File: config.mk
export PLATFORM = sky130hd
export DESIGN_NAME = alu_arbiter_flat
export DESIGN_NICKNAME = d
export VERILOG_FILES = /design/src/rtl/cpu_types_pkg.sv /design/src/rtl/alu_arbiter_if.sv /design/src/rtl/alu_arbiter.sv /design/src/flat_wrapper.sv
export SDC_FILE = /design/constraint.sdc
export NUM_CORES = 1
export LEC_CHECK = 0
export BUFFER_PORTS_ARGS = -buffer_cell sky130_fd_sc_hd__buf_4
export CELL_PAD_IN_SITES_DETAIL_PLACEMENT = 1
export CELL_PAD_IN_SITES_GLOBAL_PLACEMENT = 1
export CORE_ASPECT_RATIO = 1.5
export CORE_MARGIN = 4
export CORE_UTILIZATION = 28
export CTS_BUF_LIST = sky130_fd_sc_hd__clkbuf_2 sky130_fd_sc_hd__clkbuf_4 sky130_fd_sc_hd__clkbuf_8
export DETAILED_ROUTE_END_ITERATION = 12
export PLACE_DENSITY = 0.88
export SETUP_SLACK_MARGIN = 0.5
export SLEW_MARGIN = 10
export SYNTH_ARGS = -nofsm -noshare
export SYNTH_HDL_FRONTEND = slang
export SYNTH_SLANG_ARGS = --single-unit
export TNS_END_PERCENT = 1
File: constraint.sdc
create_clock -name clk -period 3.9 [get_ports clk]
set_clock_uncertainty 0.2 [all_clocks]
set_input_delay 0.585 -clock clk [delete_from_list [all_inputs] [get_ports clk]]
set_output_delay 0.585 -clock clk [all_outputs]
set_load 0.01 [all_outputs]
File: src/rtl/cpu_types_pkg.sv
// Shared CPU datapath types: 32-bit machine word and 4-bit ALU opcode.
package cpu_types_pkg;

  typedef logic [31:0] word_t;
  typedef logic [3:0]  aluop_t;

  localparam aluop_t ALU_ADD = 4'd0;
  localparam aluop_t ALU_SUB = 4'd1;
  localparam aluop_t ALU_AND = 4'd2;
  localparam aluop_t ALU_OR  = 4'd3;
  localparam aluop_t ALU_XOR = 4'd4;

endpackage

File: src/rtl/alu_arbiter_if.sv
// Bundle of the two requester ports, the shared ALU port and the response port.
// slave is the arbiter's view; master is the surrounding system's view.
interface alu_arbiter_if;
  import cpu_types_pkg::*;

  logic   req0_valid;
  logic   req0_ready;
  aluop_t req0_aluop;
  word_t  req0_portA;
  word_t  req0_portB;

  logic   req1_valid;
  logic   req1_ready;
  aluop_t req1_aluop;
  word_t  req1_portA;
  word_t  req1_portB;

  aluop_t alu_aluop;
  word_t  alu_portA;
  word_t  alu_portB;
  word_t  alu_outport;
  logic   alu_negative;
  logic   alu_zero;
  logic   alu_overflow;

  logic   rsp_valid;
  logic   rsp_ready;
  logic   rsp_id;
  word_t  rsp_out;
  logic   rsp_negative;
  logic   rsp_zero;
  logic   rsp_overflow;

  modport slave (
    input  req0_valid, req0_aluop, req0_portA, req0_portB,
    input  req1_valid, req1_aluop, req1_portA, req1_portB,
    input  alu_outport, alu_negative, alu_zero, alu_overflow,
    input  rsp_ready,
    output req0_ready, req1_ready,
    output alu_aluop, alu_portA, alu_portB,
    output rsp_valid, rsp_id, rsp_out, rsp_negative, rsp_zero, rsp_overflow
  );

  modport master (
    output req0_valid, req0_aluop, req0_portA, req0_portB,
    output req1_valid, req1_aluop, req1_portA, req1_portB,
    output alu_outport, alu_negative, alu_zero, alu_overflow,
    output rsp_ready,
    input  req0_ready, req1_ready,
    input  alu_aluop, alu_portA, alu_portB,
    input  rsp_valid, rsp_id, rsp_out, rsp_negative, rsp_zero, rsp_overflow
  );

endinterface

File: src/rtl/alu_arbiter.sv
// Two-requester arbiter in front of one shared ALU: accept, execute, respond.
// Define ALU_ARB_RR_EN for round-robin arbitration; otherwise requester 0 has fixed priority.
module alu_arbiter
  import cpu_types_pkg::*;
(
  input  logic         clk,
  input  logic         rst,
  alu_arbiter_if.slave bus
);

  typedef enum logic [1:0] {IDLE, EXEC, RESP} state_t;

  state_t state;
  state_t next_state;

  aluop_t op_aluop;
  word_t  op_a;
  word_t  op_b;
  logic   grant_id;

  word_t  rsp_out_q;
  logic   rsp_neg_q;
  logic   rsp_zero_q;
  logic   rsp_ovf_q;
  logic   rsp_id_q;

  logic   any_valid;
  logic   grant_sel;
  logic   accept;

`ifdef ALU_ARB_RR_EN
  logic   last_grant;
`endif

  always_comb begin
    any_valid = bus.req0_valid | bus.req1_valid;
`ifdef ALU_ARB_RR_EN
    // On a tie, favour whoever was not served last.
    if (bus.req0_valid && bus.req1_valid) begin
      grant_sel = ~last_grant;
    end else begin
      grant_sel = bus.req1_valid;
    end
`else
    grant_sel = ~bus.req0_valid;
`endif
  end

  always_comb begin
    next_state = state;
    accept     = 1'b0;
    case (state)
      IDLE: begin
        if (any_valid) begin
          accept     = 1'b1;
          next_state = EXEC;
        end
      end
      EXEC:    next_state = RESP;
      RESP:    if (bus.rsp_ready) next_state = IDLE;
      default: next_state = IDLE;
    endcase
    // No handshake may complete while reset is held.
    if (rst) begin
      accept = 1'b0;
    end
  end

  assign bus.req0_ready   = accept & ~grant_sel;
  assign bus.req1_ready   = accept &  grant_sel;

  assign bus.alu_aluop    = op_aluop;
  assign bus.alu_portA    = op_a;
  assign bus.alu_portB    = op_b;

  assign bus.rsp_valid    = (state == RESP);
  assign bus.rsp_id       = rsp_id_q;
  assign bus.rsp_out      = rsp_out_q;
  assign bus.rsp_negative = rsp_neg_q;
  assign bus.rsp_zero     = rsp_zero_q;
  assign bus.rsp_overflow = rsp_ovf_q;

  always_ff @(posedge clk) begin
    if (rst) begin
      state <= IDLE;
    end else begin
      state <= next_state;
    end
  end

  always_ff @(posedge clk) begin
    if (rst) begin
      op_aluop   <= '0;
      op_a       <= '0;
      op_b       <= '0;
      grant_id   <= 1'b0;
      rsp_out_q  <= '0;
      rsp_neg_q  <= 1'b0;
      rsp_zero_q <= 1'b0;
      rsp_ovf_q  <= 1'b0;
      rsp_id_q   <= 1'b0;
`ifdef ALU_ARB_RR_EN
      last_grant <= 1'b1;
`endif
    end else begin
      if (accept) begin
        op_aluop <= grant_sel ? bus.req1_aluop : bus.req0_aluop;
        op_a     <= grant_sel ? bus.req1_portA : bus.req0_portA;
        op_b     <= grant_sel ? bus.req1_portB : bus.req0_portB;
        grant_id <= grant_sel;
`ifdef ALU_ARB_RR_EN
        last_grant <= grant_sel;
`endif
      end
      if (state == EXEC) begin
        rsp_out_q  <= bus.alu_outport;
        rsp_neg_q  <= bus.alu_negative;
        rsp_zero_q <= bus.alu_zero;
        rsp_ovf_q  <= bus.alu_overflow;
        rsp_id_q   <= grant_id;
      end
    end
  end

endmodule

File: src/flat_wrapper.sv
// flat-port wrapper written by rule: the top's interface ports become plain ports
module alu_arbiter_flat import cpu_types_pkg::*;
  (clk, rst, bus_req0_valid, bus_req0_aluop, bus_req0_portA, bus_req0_portB, bus_req1_valid, bus_req1_aluop, bus_req1_portA, bus_req1_portB, bus_alu_outport, bus_alu_negative, bus_alu_zero, bus_alu_overflow, bus_rsp_ready, bus_req0_ready, bus_req1_ready, bus_alu_aluop, bus_alu_portA, bus_alu_portB, bus_rsp_valid, bus_rsp_id, bus_rsp_out, bus_rsp_negative, bus_rsp_zero, bus_rsp_overflow);
  alu_arbiter_if bus_i ();
  input  logic clk;
  input  logic rst;
  input wire logic [$bits(bus_i.req0_valid)-1:0] bus_req0_valid;
  input wire logic [$bits(bus_i.req0_aluop)-1:0] bus_req0_aluop;
  input wire logic [$bits(bus_i.req0_portA)-1:0] bus_req0_portA;
  input wire logic [$bits(bus_i.req0_portB)-1:0] bus_req0_portB;
  input wire logic [$bits(bus_i.req1_valid)-1:0] bus_req1_valid;
  input wire logic [$bits(bus_i.req1_aluop)-1:0] bus_req1_aluop;
  input wire logic [$bits(bus_i.req1_portA)-1:0] bus_req1_portA;
  input wire logic [$bits(bus_i.req1_portB)-1:0] bus_req1_portB;
  input wire logic [$bits(bus_i.alu_outport)-1:0] bus_alu_outport;
  input wire logic [$bits(bus_i.alu_negative)-1:0] bus_alu_negative;
  input wire logic [$bits(bus_i.alu_zero)-1:0] bus_alu_zero;
  input wire logic [$bits(bus_i.alu_overflow)-1:0] bus_alu_overflow;
  input wire logic [$bits(bus_i.rsp_ready)-1:0] bus_rsp_ready;
  output wire logic [$bits(bus_i.req0_ready)-1:0] bus_req0_ready;
  output wire logic [$bits(bus_i.req1_ready)-1:0] bus_req1_ready;
  output wire logic [$bits(bus_i.alu_aluop)-1:0] bus_alu_aluop;
  output wire logic [$bits(bus_i.alu_portA)-1:0] bus_alu_portA;
  output wire logic [$bits(bus_i.alu_portB)-1:0] bus_alu_portB;
  output wire logic [$bits(bus_i.rsp_valid)-1:0] bus_rsp_valid;
  output wire logic [$bits(bus_i.rsp_id)-1:0] bus_rsp_id;
  output wire logic [$bits(bus_i.rsp_out)-1:0] bus_rsp_out;
  output wire logic [$bits(bus_i.rsp_negative)-1:0] bus_rsp_negative;
  output wire logic [$bits(bus_i.rsp_zero)-1:0] bus_rsp_zero;
  output wire logic [$bits(bus_i.rsp_overflow)-1:0] bus_rsp_overflow;
  assign bus_i.req0_valid = bus_req0_valid;
  assign bus_i.req0_aluop = bus_req0_aluop;
  assign bus_i.req0_portA = bus_req0_portA;
  assign bus_i.req0_portB = bus_req0_portB;
  assign bus_i.req1_valid = bus_req1_valid;
  assign bus_i.req1_aluop = bus_req1_aluop;
  assign bus_i.req1_portA = bus_req1_portA;
  assign bus_i.req1_portB = bus_req1_portB;
  assign bus_i.alu_outport = bus_alu_outport;
  assign bus_i.alu_negative = bus_alu_negative;
  assign bus_i.alu_zero = bus_alu_zero;
  assign bus_i.alu_overflow = bus_alu_overflow;
  assign bus_i.rsp_ready = bus_rsp_ready;
  assign bus_req0_ready = bus_i.req0_ready;
  assign bus_req1_ready = bus_i.req1_ready;
  assign bus_alu_aluop = bus_i.alu_aluop;
  assign bus_alu_portA = bus_i.alu_portA;
  assign bus_alu_portB = bus_i.alu_portB;
  assign bus_rsp_valid = bus_i.rsp_valid;
  assign bus_rsp_id = bus_i.rsp_id;
  assign bus_rsp_out = bus_i.rsp_out;
  assign bus_rsp_negative = bus_i.rsp_negative;
  assign bus_rsp_zero = bus_i.rsp_zero;
  assign bus_rsp_overflow = bus_i.rsp_overflow;
  alu_arbiter u_core (.clk(clk), .rst(rst), .bus(bus_i));
endmodule
======== Word level (Yosys, flattened, before mapping) ========
Cells that the tools add are included.
word-level totals
  bits in registers ....................... 107
  bits of input ports ..................... 176
  output and inout bits ................... 107
operators by class
  equal/unequal tests ..................... 4
  mux-type cells .......................... 9
  bitwise operators ....................... 4
  reduce and logical (&&, ||, !) cells .... 2
operators with widths
  cell                                                                     number
  32-bit 2-to-1 mux                                                        2
  2-bit case mux with 3 select lines                                       1
  2-bit 2-to-1 mux                                                         2
  4-bit 2-to-1 mux                                                         1
  1-bit 2-to-1 mux                                                         3
  1-bit AND                                                                2
  2-bit by 1-bit == test with 1-bit output, second input constant          1
  2-bit == test, second input constant                                     1
  2-bit logical NOT                                                        1
  2-bit by 1-bit inequality test with 1-bit output, second input constant  1
  2-bit inequality test, second input constant                             1
  2-bit AND reduction                                                      1
  1-bit inverter                                                           1
  1-bit bitwise OR                                                         1

======== Depth between registers and ports, before layout ========
  word-level depth ........................ 5
  gate-level depth with buffers ........... 7
  gate-level depth less buffers ........... 3

======== Least setup slack after synthesis ========
Ideal clock, no wire load.
  path type ............................... input to output
  start ................................... input rst
  end ..................................... output bus_req1_ready
  data arrival time ....................... 1.384 ns
  data required time ...................... 3.115 ns
  path slack .............................. 1.731 ns
  stages .................................. 3
  cells stage by stage .................... buf_2 or3_4 nor3_1
on the way
  word-level cells in the longest chain between the ends .. 2
RTL lines
  element           RTL line            source
  start, declared   flat_wrapper.sv:6   input logic rst;
  1-bit 2-to-1 mux  alu_arbiter.sv:64   if (rst) begin
  1-bit AND         alu_arbiter.sv:70   assign bus.req1_ready = accept & grant_sel;
  end, declared     flat_wrapper.sv:21  output wire logic [$bits(bus_i.req1_ready)-1:0] bus_req1_ready;
Every way passes these cells.

======== Final worst setup path ========
  start ................................... input bus_req0_valid
  end ..................................... output bus_req1_ready
on the way
  word-level cells in the longest chain between the ends .. 5
  elaborated cells between the ends (all ways) .. 6
RTL lines
  element           RTL line           source
  start, declared   flat_wrapper.sv:7  input wire logic [$bits(bus_i.req0_valid)-1:0] bus_req0_valid;
  1-bit bitwise OR  alu_arbiter.sv:36  any_valid = bus.req0_valid | bus.req1_valid;
  1-bit 2-to-1 mux  alu_arbiter.sv:54  if (any_valid) begin
  1-bit 2-to-1 mux  alu_arbiter.sv:52  case (state)
  1-bit 2-to-1 mux  alu_arbiter.sv:64
  1-bit AND (*)     alu_arbiter.sv:70
Mark *: on every way between the ends. The rest lies on a longest branch, timed or not.

==> results.toml <==
[finish]
drive_above_1_share_pct = 42.1
fin_nets = 910
finalNonFillerCells = 942
syn_to_final_growth_pct = 53.6
utilization_pct = 43.8
num_antenna_cells = 0

[power]
leakagePower_nw = 3.13
total_power_mw = 2.61
p_seq_share_pct = 47.6
power_frac_comb_pct = 25.1
p_int_mw = 1.85
clockPowerShare_pct = 27.3
power.switching_mw = 0.754
switching_share_pct = 28.9
max-vdd-ir-drop_v = 0.000163
power.density_nw_per_um2 = 379

[cts]
clock_sinks = 107
clk-insertion-delay-late_ps = 350
htree_num_levels = 3
postCtsHoldBufs = 0
path_clk_slew_ps = 110
numCtsBuffers = 9
clockBufferDepth = 2
cts_resized = 0
root_buffer = "clkbuf_8"
cts_tree = "done"
cts_setup_buffers = 0

[floorplanning]
design.core.area_um2 = 15700
die_area_um2 = 18100
die_h_um = 163
num_rows = 56
initial_utilization_pct = 28.5
ioPinCount = 283
die_x_um = 111

[critical_path]
timing.rr.end = "u_core.bus.alu_portB[27]"
cp-end-kind = "primary output"
timing.rr.start = "u_core.state[1]"
crit_family = "buffers and inverters"
startpoint_type = "primary input"
cp.required_ps = 3120
crit_top_cell = "buf_4"
criticalPathCategory = "primary input to primary output"
critical-path-max-stage-delay_ps = 440
r2r_cells = 4
crit_buf_inv = 2
crit_fanout = 34
cp.arrival_ps = 1600
ff2ff_setup_slack_ps = 1640
cp_cell_sequence = "buf_4, nor2_1, nor3_1, buf_4"
cp_slowest_cell = "buf_4"

[grt]
grt_start_max_net_pins = 107
grt_pass1_wl_um = 24600
antenna_found_initial = 0
grt_use_total_pct = 16.6
overflow = 0
grt_pass1_vias = 4700

[sta]
slew_headroom_pct = 23.8
finalCritPeriodShare_pct = 61.2
slew_violations = 0
hold_violations = 0
grt_setup_unrepaired = "no"
setup_tns_ps = 0
layout_setup_ws_ps = 1510
max_freq_mhz = 419
period_needed_ps = 2390
worstMarginPinSlew_ps = 1140
finalSetupViolCount = 0

[placed_design]
gp_congestion = 0.760
place_inst = 926
hpwlAfterDp_um = 12100
port_buffers = 282
pre_cts_slack_ps = 1130

[synthesis]
yosys_warnings = 0
synth_adder_area_share_pct = 0
synth_cell_type_count = 19
synth_compound_area_share_pct = 23.3
syn_nets = 659
synthSimpleGateAreaFrac_pct = 7.91
seq_area_frac_synth_pct = 47.9
synth_top_family_by_area = "compound AO/OA/AOI/OAI gates"
syn_inst = 483
synthXorXnorAreaFrac_pct = 0
syn_area_per_cell_um2 = 9.27
syn_area_um2 = 4480
synth-seq-cells = 107
synth_mux_area_share_pct = 15.2

[hold_path]
hold_path_end = "u_core.bus.rsp_out[5]"
min_from = "bus_alu_outport[5]"
whs_path_depth = 3
hold_class = "primary input to flop"

[route]
num_vias = 4589
ant_nets = 0
wl_per_cell_um = 17.1
wl_um = 16100
firstDrtPassIters = 4
wl_met1_um = 6060
route.top_layer_used = "met4"
drcViolationCount = 0
wl_met3_um = 1190
viasPerCell = 4.87
dr_wl_met2_um = 8630
drtIter0Drc = 186

[run]
max_cap_viol_count = 0

[outcome]
status = "finished, final reports clean"
[flip-flops by register name (all words and copies together), names as in the netlist]
register / cells
u_core.bus.rsp_id: 1
u_core.bus.rsp_zero: 1
u_core.grant_id: 1
u_core.state: 2
u_core.bus.alu_portB: 32
u_core.bus.alu_portA: 32
u_core.bus.alu_aluop: 4
u_core.bus.rsp_overflow: 1
u_core.bus.rsp_negative: 1
u_core.bus.rsp_out: 32
[routing by layer]
| metal | track usage (%) | vias to the layer above |
|---|---|---|
| met5 | 0 | - |
| met3 | 4.76 | 15 |
| met2 | 31.3 | 167 |
| met1 | 18.0 | 2171 |
| li1 | - | 2236 |
| met4 | 4.70 | 0 |
[cells in the final DEF (no fill, tap or decap)]
master	n
clkbuf_4	1
and2_1	1
nand2_1	72
nor3_4	1
nor3_1	2
nand2b_1	2
nor2_1	1
or3_4	1
clkbuf_8	10
a211oi_1	68
clkinv_2	1
clkinv_4	1
nor2b_1	1
nor2_4	1
bufinv_16	1
buf_12	1
clkinvlp_4	1
dfxtp_1	107
nor2b_2	1
buf_4	289
inv_6	1
a21oi_1	106
mux2i_1	68
or2_2	1
[cell usage after synthesis]
cell type	n	area (um^2)
a211oi_1	68	510
a21oi_1	106	531
and2_1	1	6.26
buf_1	2	7.51
buf_2	35	175
buf_4	1	7.51
buf_6	3	33.8
clkbuf_1	9	33.8
dfxtp_1	107	2140
mux2i_1	68	681
nand2_1	72	270
nand2b_1	2	12.5
nor2_1	1	3.75
nor2_4	1	11.3
nor2b_1	2	12.5
nor3_1	2	10.0
nor3_2	1	10.0
or2_1	1	6.26
or3_4	1	11.3
[worst max-delay path by stage]
stage          slack [ps]                        to  cells past startpoint           start
2_1_floorplan        1730            bus_req1_ready                      3             rst
3_5_place_dp         1130   u_core.bus.alu_portB[7]                      5  bus_req0_valid
6_report             1510            bus_req1_ready                      4  bus_req0_valid
3_3_place_gp         1180  u_core.bus.alu_portB[18]                      5  bus_req0_valid
5_1_grt              1410  u_core.bus.alu_portB[27]                      5  bus_req0_valid
4_1_cts              1540            bus_req1_ready                      4  bus_req0_valid
[through the flow]
stage	hold slack, ps	cell area (um^2)
after global routing	235	6880
final	255	6880
after floorplan	232	4480
after CTS	226	6880
after global placement	242	6670
after detailed placement	249	6670
[power groups by stage]
stage	Sequential [mW]	Clock, mW	Combinational [mW]
final	1.24	0.710	0.655
after global routing	1.25	0.782	0.713
after CTS	1.24	0.738	0.669
after detailed placement	1.27	0	0.670
after global placement	1.26	0	0.652
after floorplan	1.30	0	0.271
[tightest hold or removal path: cells and delay by family]
kind | cells | cell delay, ps
buffers and inverters | 1 | 110
AO/OA/AOI/OAI | 1 | 50
AND/OR/NAND/NOR | 1 | 40
[cell families (layout without fill, tap and decap cells)]
family / count (synthesis) / after routing
AOI/OAI and AO/OA: 174 / 174
DFF: 107 / 107
and+or+nand+nor: 84 / 84
muxes: 68 / 68
buffers and inverters: 50 / 306
[final cells by class]
type	count	area (um^2)
repair buffers	290	2190
flip-flops and latches	107	2140
fillers	1874	8820
clock inverters	5	60.1
clock buffers	11	145
well taps	203	254
multi-input cells	326	2080
No activity file was read; power rests on OpenSTA's default activity.
